$ cat src/rtl/mem_stage.sv
// Memory-access stage: takes one EX/MEM bundle, performs the load/store against a
// variable-latency data memory, and hands a single write-back bundle downstream.
module mem_stage #(
  parameter int AddrWidth        = 64,
  parameter bit ClearDataOnReset = 1'b0
) (
  input  logic                 clk_i,
  input  logic                 reset_ni,
  input  logic                 pipeline_flush,
  input  logic                 valid_i,
  output logic                 ready_o,
  input  logic [63:0]          result_i,
  input  logic [63:0]          MuxRes_i,
  input  logic [4:0]           rd_i,
  input  logic                 RegWrite_i,
  input  logic                 MemWrite_i,
  input  logic                 MemRead_i,
  input  logic                 MemToReg_i,
  input  logic [2:0]           funct3_i,
  output logic                 dmem_req_o,
  output logic                 dmem_we_o,
  output logic [AddrWidth-1:0] dmem_addr_o,
  output logic [7:0]           dmem_be_o,
  output logic [63:0]          dmem_wdata_o,
  input  logic                 dmem_gnt_i,
  input  logic                 dmem_rvalid_i,
  input  logic [63:0]          dmem_rdata_i,
  output logic                 valid_o,
  input  logic                 ready_i,
  output logic [63:0]          wb_data_o,
  output logic [4:0]           rd_o,
  output logic                 RegWrite_o,
  output logic                 misalign_o
);

  typedef enum logic [1:0] {IDLE, REQ, WAIT, DONE} state_e;

  state_e      state_q, state_d;
  logic        squash_q, squash_d;
  logic        misalign_q, misalign_d;
  logic [63:0] result_q, result_d;
  logic [63:0] wdata_q, wdata_d;
  logic [63:0] load_q, load_d;
  logic [4:0]  rd_q, rd_d;
  logic        regwrite_q, regwrite_d;
  logic        memwrite_q, memwrite_d;
  logic        memtoreg_q, memtoreg_d;
  logic [2:0]  funct3_q, funct3_d;
  logic        is_mem;
  logic        mis_in;

  // Access size is funct3[1:0]: 0=B, 1=H, 2=W, 3=D.
  function automatic logic is_misaligned(input logic [1:0] size, input logic [2:0] off);
    case (size)
      2'd0:    is_misaligned = 1'b0;
      2'd1:    is_misaligned = off[0];
      2'd2:    is_misaligned = |off[1:0];
      default: is_misaligned = |off;
    endcase
  endfunction

  function automatic logic [7:0] byte_en(input logic [1:0] size, input logic [2:0] off);
    logic [7:0] base;
    case (size)
      2'd0:    base = 8'h01;
      2'd1:    base = 8'h03;
      2'd2:    base = 8'h0F;
      default: base = 8'hFF;
    endcase
    byte_en = base << off;
  endfunction

  function automatic logic [63:0] load_extract(input logic [63:0] rdata, input logic [2:0] f3,
                                               input logic [2:0] off);
    logic [63:0] lane;
    lane = rdata >> {off, 3'b000};
    case (f3)
      3'b000:  load_extract = {{56{lane[7]}}, lane[7:0]};
      3'b001:  load_extract = {{48{lane[15]}}, lane[15:0]};
      3'b010:  load_extract = {{32{lane[31]}}, lane[31:0]};
      3'b100:  load_extract = {56'd0, lane[7:0]};
      3'b101:  load_extract = {48'd0, lane[15:0]};
      3'b110:  load_extract = {32'd0, lane[31:0]};
      default: load_extract = lane;
    endcase
  endfunction

  assign is_mem = MemRead_i | MemWrite_i;
  assign mis_in = is_mem & is_misaligned(funct3_i[1:0], result_i[2:0]);

  always_comb begin
    state_d    = state_q;
    squash_d   = squash_q;
    misalign_d = misalign_q;
    result_d   = result_q;
    wdata_d    = wdata_q;
    load_d     = load_q;
    rd_d       = rd_q;
    regwrite_d = regwrite_q;
    memwrite_d = memwrite_q;
    memtoreg_d = memtoreg_q;
    funct3_d   = funct3_q;
    case (state_q)
      IDLE: begin
        // A flushed bundle is consumed without being captured.
        if (valid_i && !pipeline_flush) begin
          result_d   = result_i;
          wdata_d    = MuxRes_i;
          rd_d       = rd_i;
          regwrite_d = RegWrite_i;
          memwrite_d = MemWrite_i;
          memtoreg_d = MemToReg_i;
          funct3_d   = funct3_i;
          misalign_d = mis_in;
          squash_d   = 1'b0;
          state_d    = (is_mem && !mis_in) ? REQ : DONE;
        end
      end
      REQ: begin
        if (pipeline_flush) state_d = IDLE;
        else if (dmem_gnt_i) state_d = memwrite_q ? DONE : WAIT;
      end
      WAIT: begin
        // A granted load must still drain its response even when squashed.
        if (dmem_rvalid_i) begin
          load_d   = load_extract(dmem_rdata_i, funct3_q, result_q[2:0]);
          state_d  = (squash_q || pipeline_flush) ? IDLE : DONE;
          squash_d = 1'b0;
        end else if (pipeline_flush) begin
          squash_d = 1'b1;
        end
      end
      default: begin
        if (pipeline_flush || ready_i) state_d = IDLE;
      end
    endcase
  end

  always_ff @(posedge clk_i) begin
    if (!reset_ni) begin
      state_q    <= IDLE;
      squash_q   <= 1'b0;
      misalign_q <= 1'b0;
    end else begin
      state_q    <= state_d;
      squash_q   <= squash_d;
      misalign_q <= misalign_d;
    end
    if (!reset_ni && ClearDataOnReset) begin
      result_q   <= '0;
      wdata_q    <= '0;
      load_q     <= '0;
      rd_q       <= '0;
      regwrite_q <= 1'b0;
      memwrite_q <= 1'b0;
      memtoreg_q <= 1'b0;
      funct3_q   <= '0;
    end else begin
      result_q   <= result_d;
      wdata_q    <= wdata_d;
      load_q     <= load_d;
      rd_q       <= rd_d;
      regwrite_q <= regwrite_d;
      memwrite_q <= memwrite_d;
      memtoreg_q <= memtoreg_d;
      funct3_q   <= funct3_d;
    end
  end

  assign ready_o      = (state_q == IDLE);
  assign valid_o      = (state_q == DONE);
  assign dmem_req_o   = (state_q == REQ) && !pipeline_flush;
  assign dmem_we_o    = memwrite_q;
  assign dmem_addr_o  = {result_q[AddrWidth-1:3], 3'b000};
  assign dmem_be_o    = byte_en(funct3_q[1:0], result_q[2:0]);
  assign dmem_wdata_o = wdata_q << {result_q[2:0], 3'b000};
  assign wb_data_o    = memtoreg_q ? load_q : result_q;
  assign rd_o         = rd_q;
  assign RegWrite_o   = regwrite_q & ~misalign_q;
  assign misalign_o   = misalign_q & (state_q == DONE);

endmodule

$ cat config.mk
export PLATFORM = sky130hd
export DESIGN_NAME = mem_stage
export DESIGN_NICKNAME = d
export VERILOG_FILES = /design/src/rtl/mem_stage.sv
export SDC_FILE = /design/constraint.sdc
export NUM_CORES = 1
export LEC_CHECK = 0
export ABC_AREA = 1
export BUFFER_PORTS_ARGS = -buffer_cell sky130_fd_sc_hd__buf_2
export CORE_ASPECT_RATIO = 1.2
export CORE_MARGIN = 4
export CORE_UTILIZATION = 46
export CTS_CLUSTER_SIZE = 10
export DETAILED_ROUTE_END_ITERATION = 8
export PLACE_DENSITY = 0.78
export SLEW_MARGIN = 40
export SYNTH_ARGS = -nofsm -noshare
export SYNTH_HDL_FRONTEND = slang
export SYNTH_SLANG_ARGS = --single-unit
$ cat constraint.sdc
create_clock -name clk_i -period 5.2 [get_ports clk_i]
set_clock_uncertainty 0.2 [all_clocks]
set_input_delay 1.56 -clock clk_i [delete_from_list [all_inputs] [get_ports clk_i]]
set_output_delay 1.56 -clock clk_i [all_outputs]
set_load 0.05 [all_outputs]
Word level (Yosys, flattened, before mapping)
Cells that the tools add are included.
- bitwise gates (word level): 5
- shift operators: 3
- multipliers: 0
- mux-type cells: 17
- reduce and logical (&&, ||, !) cells: 19
- equal/unequal tests: 16
- add/sub/neg operators: 0
- order comparisons: 0
- divide/modulo/power cells: 0
- operator list (kind ; count):
    64-bit case mux with 6 select lines ; 1
    64-bit two-way mux ; 1
    64-bit by 6-bit left shift with 64-bit output ; 1
    64-bit by 6-bit >> shifter with 64-bit output ; 1
    8-bit case mux with 3 select lines ; 1
    2-bit two-way mux ; 7
    3-bit equality test (second input constant) ; 3
    2-bit equality test (second input constant) ; 4
    8-bit by 3-bit left shift with 8-bit output ; 1
    2-bit by 1-bit equality test with 1-bit output (second input constant) ; 3
    2-bit zero test ; 3
    3-bit != test (second input constant) ; 2
    2-bit case mux with 3 select lines ; 1
    1-bit two-way mux ; 4
    2-bit AND reduction ; 2
    4-bit AND reduction ; 1
    4-bit nonzero test ; 1
    1-bit AND ; 3
    3-bit by 1-bit equality test with 1-bit output (second input constant) ; 1
    3-bit by 2-bit equality test with 1-bit output (second input constant) ; 1
    1-bit logical AND ; 3
    3-bit zero test ; 1
    1-bit case mux with 3 select lines ; 1
    3-bit AND reduction ; 1
    other kinds (10) ; 12
- bits in latches: 0
- logic and storage cells: 71
- output and inout bits: 211
- memories kept: 0
- ROM bits: 0
- bits in writable memories: 0
- input port bits: 211
- register bits: 207

Logic depth before layout (Yosys ltp)
- word-level depth: 8
- mapped depth: 11

Worst setup path after synthesis
Ideal clock, no wire load.
- kind: input -> register
- start point: input pipeline_flush
- end point: register misalign_q
- stages on the path: 5
- library setup time: 115 ps
- arrival time: 4930 ps
- path slack: -45 ps
- required time: 4885 ps
- path through: inv_1 nand3_1 inv_1 o21ai_0 a21oi_1
- word-level cells in the longest chain between the ends: 3
- ends and longest elaborated chain (what ; line ; source):
    from (decl) ; 9 ; input logic pipeline_flush,
    1-bit zero test ; 106 ; if (valid_i && !pipeline_flush) begin
    1-bit logical AND ; 106 ;
    2-bit AND reduction (no line) ; -- ;
    to (signal assigned) ; 147 ; misalign_q <= misalign_d;
    to (decl) ; 40 ; logic misalign_q, misalign_d;
No other way between the ends.
A chain may end at the register's enable or synchronous reset.

Final worst setup path
- start point: register result_q[2]
- end point: output dmem_wdata_o[33]
- word-level cells in the longest chain between the ends: 1
- ends and longest elaborated chain (what ; line ; source):
    from (decl) ; 41 ; logic [63:0] result_q, result_d;
    from (signal assigned) ; 159 ; result_q <= result_d;
    64-bit by 6-bit left shift with 64-bit output ; 176 ; assign dmem_wdata_o = wdata_q << {result_q[2:0], 3'b000};
    to (decl) ; 24 ; output logic [63:0] dmem_wdata_o,
No other way between the ends.

==> results.md <==
- After floorplanning, the core was sized to cover 0.0250 mm².
- The combinational power share is 41.2%.
- Among all cell types in the netlist, the one instantiated most often is nand2_1.
- The internal power of the cells totals 3.67 mW.
- The number of DRC markers after the initial detailed-route iteration is 946.
- The clock tree buffer depth is 3.
- IR analysis of the VDD net gives a maximum drop of 0.000340 V.
- The CTS buffer count is 25.
- The number of global-route vias before repair was 10400.
- The path class of the lowest-slack min-delay path is reg -> reg.
- Yosys mapped the design onto 37 distinct sky130hd cell types.
- The mean number of vias per cell is 5.53.
- Fill cells in the final layout number 2252.
- The async set-reset flop share out of synthesis is 0%.
- Global routing used 27.9% of the available tracks across all layers.
- The maximum net fanout on the critical path is 72.
- For this run, the top clock speed supported by timing is 220 MHz.
- On the final layout, the worst hold slack is 0.330 ns.
- The quantity of I/O buffers inserted on ports is 418.
- The synthesized design contains 203 enable-type register cells.
- Setup repair after global routing left no endpoint under its margin.
- The synthesized netlist devotes 21.5% of its cell area to simple gates.
- After detailed routing, the total wire length is 41.2 mm.
- The die covers 0.0282 mm².
- The growth of design area from synthesis to finish is 20.7%.
- The signal on the critical path passes through buf_4 > nand2_1 > o21ai_0 > buf_2.
- The initial core utilization is 47.1%.
- The critical path required time is 3.44 ns.
- After detailed routing, the number of remaining DRC violations is 0.
- STA puts the critical path data arrival time at 2.80 ns.
- The total length of routed met3 wires is 3.73 mm.
- The buffers plus inverters on the worst setup path is 2.
- The depth of the worst register-to-register path is 8.
- For this run, the detailed router's first-pass iteration total came to 7.
- The Yosys step of the flow raised 0 warnings.
- Registers take 0.00618 mm².
- In this run switching power makes up 43.2% of total power.
- After clock tree synthesis, the clock-pin slew on the worst setup and hold paths is 0.05 ns.
- The global-route wire length before repair is 60.8 mm.
- The post-CTS setup buffer count is 0.
- In the post-synthesis netlist, the biggest area contributors are edfxtp_1 (52%), nand2_1 (11%), mux2_2 (5.8%).
- The detailed router used layers up to and including met5.
- The total of flip-flops plus latches after synthesis is 207.
- In this run the remaining antenna-violating nets after routing total 0.
- In this run the number of H-tree levels came out at 1.
- Among cell families on the critical path, the largest total delay comes from buffers and inverters.
- The synthesized cell area is 0.0118 mm².
- The depth of the critical timing path with buffers and inverters included is 4.
- The slowest stage of the critical path belongs to the cell buf_4.
- The fraction of the mapped netlist area in compound gates is 7.83%.
- The destination of the worst register-to-register timing path is load_q[61]$_DFFE_PP_.
- The tree is rooted in a clkbuf_16.
- The mean instance size in the synthesized netlist is 9.34 µm².
- The overall power is 6.46 mW.
- The minimum clock period is 4.56 ns.
- In this run the tightest slew margin relative to its limit is 43.9%.
- The post-synthesis share of cell area spent on xor and xnor gates is 0%.
- The total count of hold-check failures in the final report is 0.
- After detailed routing, the wire length on met1 is 14.1 mm.
- The static leakage power is 6.42 nW.
- The endpoint class of the critical path is a primary output.
- The core utilization of the finished layout is 56.8%.
- The cell taking the most area after synthesis is edfxtp_1.
- The count of final max-slew check failures is 0.
- The most frequently used flop master after synthesis is edfxtp_1.
- By area, the combinational part of the netlist is dominated by simple AND/OR/NAND/NOR gates.
- After layout, the worst path uses 87.6% of the clock period.
- Summed over its instances, the top area cell type makes up 51.8% of the synthesized netlist area.
- Summing all multi-input logic gate instances after layout gives 0.00442 mm².
- After detailed routing, the average wire length per cell comes to 21.6 µm.
- The worst register-to-register path begins at result_q[0]$_DFFE_PP_.
- Per report_power, the clock group accounts for 23.2% of the total.
- Entering global routing, the biggest net connects 142 pins.
- The flow ran to the end, and the final reports show no timing, DRC or antenna violations.
- In this run the worst setup path terminates at dmem_wdata_o[33].
- In this run the register-to-register setup slack is 1.56 ns.
- In this run the core area contains 63 standard-cell rows.
- The hold buffer count at CTS is 0.
- The synthesized netlist devotes 0.425% of its cell area to adder and majority cells.
- Gates resized during post-CTS repair numbered 0.
- Global routing finished with a remaining overflow of 0.
- The longest individual stage delay on the worst path is 0.66 ns.
- The share of the Yosys chip area taken by registers is 52.5%.
- The sum of net half-perimeters after detailed placement is 30.9 mm.
- The number of failing setup endpoints in the final timing report is 0.
- 422 I/O pins were placed.
- The worst setup path startpoint is result_q[2]$_DFFE_PP_.
- The worst setup path is of the reg -> out kind.
- The multiplexer share of the synthesized area is 7.71%.
- By count the netlist is led by nand2_1 (342), edfxtp_1 (203), nand3_1 (117), o21ai_1 (89), buf_4 (74).
- The setup TNS is 0 ns.
- Once layout is done, the placed cells without fillers occupy 0.0142 mm².
- Summed over all nets, wire length on met2 after detailed routing comes to 21.4 mm.
- Of the cells placed in the final design, the portion with a size suffix greater than 1 is 35.0%.
- Summing over every cut layer, the via total after detailed routing is 10600.
- The kind of launch point of the worst setup path is a flip-flop.
- Dividing total power by cell area gives a power density of 455 mW/mm².
- At the end of routability-driven placement, the weighted congestion stood at 1.04.
- The post-layout net count is 1790.
- Counting every instance in the synthesized netlist gives 1260.
- The placed cell area is 0.0135 mm².
- The height of the chip is 183 µm.
- The die is 154 µm wide.
- Max-cap violations in this run came to 0.
- The CTS sink count is 207.
- The number of antenna violations at the first check in global routing is 6.
- The slew at the pin closest to its max-slew limit is 0.841 ns.
- TritonCTS built the clock tree.
- The clock network latency to the later pin of the worst-skew pair is 0.52 ns.
- The switching power is 2.79 mW.
- The fraction of power consumed by sequential logic is 35.6%.
cell usage in the layout (no fill, tap or decap), types with 9 or more instances in the layout:
| cell | count |
|---|---|
| clkbuf_16 | 25 |
| nand2_1 | 342 |
| o21ai_0 | 43 |
| o21ai_1 | 89 |
| nand4_2 | 10 |
| o211ai_1 | 13 |
| nor2_1 | 62 |
| mux2i_1 | 22 |
| buf_2 | 418 |
| edfxtp_1 | 203 |
| a21oi_1 | 17 |
| nand4_1 | 24 |
| buf_4 | 13 |
| inv_1 | 58 |
| nand3_1 | 117 |
| mux2_2 | 61 |
| o22ai_1 | 9 |
tightest hold or removal path: stages, from the launching register on:
cell     delay [ns]
dfxtp_1        0.33
nand2_1        0.08
a21oi_1        0.07
worst min path at each step:
stage	startpoint	to	slack [ns]	cells after the start
floorplan	state_q[1]$_SDFFE_PN0P_	state_q[1]$_SDFFE_PN0P_	0.27	2
global placement	state_q[1]$_SDFFE_PN0P_	state_q[1]$_SDFFE_PN0P_	0.29	2
detailed placement	state_q[0]$_SDFFE_PN0P_	state_q[0]$_SDFFE_PN0P_	0.32	2
CTS	state_q[0]$_SDFFE_PN0P_	state_q[0]$_SDFFE_PN0P_	0.33	2
global route	state_q[1]$_SDFFE_PN0P_	state_q[1]$_SDFFE_PN0P_	0.35	2
finish	state_q[0]$_SDFFE_PN0P_	state_q[0]$_SDFFE_PN0P_	0.33	2
kinds of logic after synthesis:
| family | after synthesis |
|---|---|
| flip-flops | 207 |
| AND/OR/NAND/NOR | 576 |
| AO/OA/AOI/OAI | 174 |
| adder cells (fa/ha/maj) | 4 |
| buffers and inverters | 215 |
| other | 1 |
| multiplexers | 83 |
flip-flops by register name, indices dropped and copies added (netlist names):
signal,flops
wdata_q,64
rd_o,5
funct3_q,3
result_q,64
load_q,64
memtoreg_q,1
state_q,2
dmem_we_o,1
regwrite_q,1
misalign_q,1
squash_q,1
power groups by stage:
stage          logic (mW)  clock network, mW  registers, mW
6_report             2.66               1.50           2.30
5_1_grt              2.82               1.59           2.32
4_1_cts              2.65               1.52           2.30
3_5_place_dp         2.64                  0           2.34
3_3_place_gp         2.62                  0           2.33
2_1_floorplan        2.05                  0           2.31
metrics by stage:
stage,setup slack [ns],std cells
floorplan,0.737,1262
global placement,1.23,1872
detailed placement,1.20,1872
CTS,0.642,1905
global route,0.586,1906
finish,0.644,1909
routing by layer:
| layer | GRT usage (%) | up-vias |
|---|---|---|
| met1 | 31.0 | 4869 |
| met2 | 51.3 | 647 |
| met5 | 0 | - |
| met4 | 11.6 | 12 |
| met3 | 6.49 | 120 |
| li1 | - | 4910 |
layout make-up:
cell class,instances,area share [%]
inverter,66,1.81
clock buffer,30,4.54
sequential,207,43.5
clock inverter,3,0.150
multi-input combinational,840,31.1
timing repair buffer,435,16.0
antenna,3,0.0529
tap,325,2.86
Note: power is estimated with default switching activity, not from simulation.
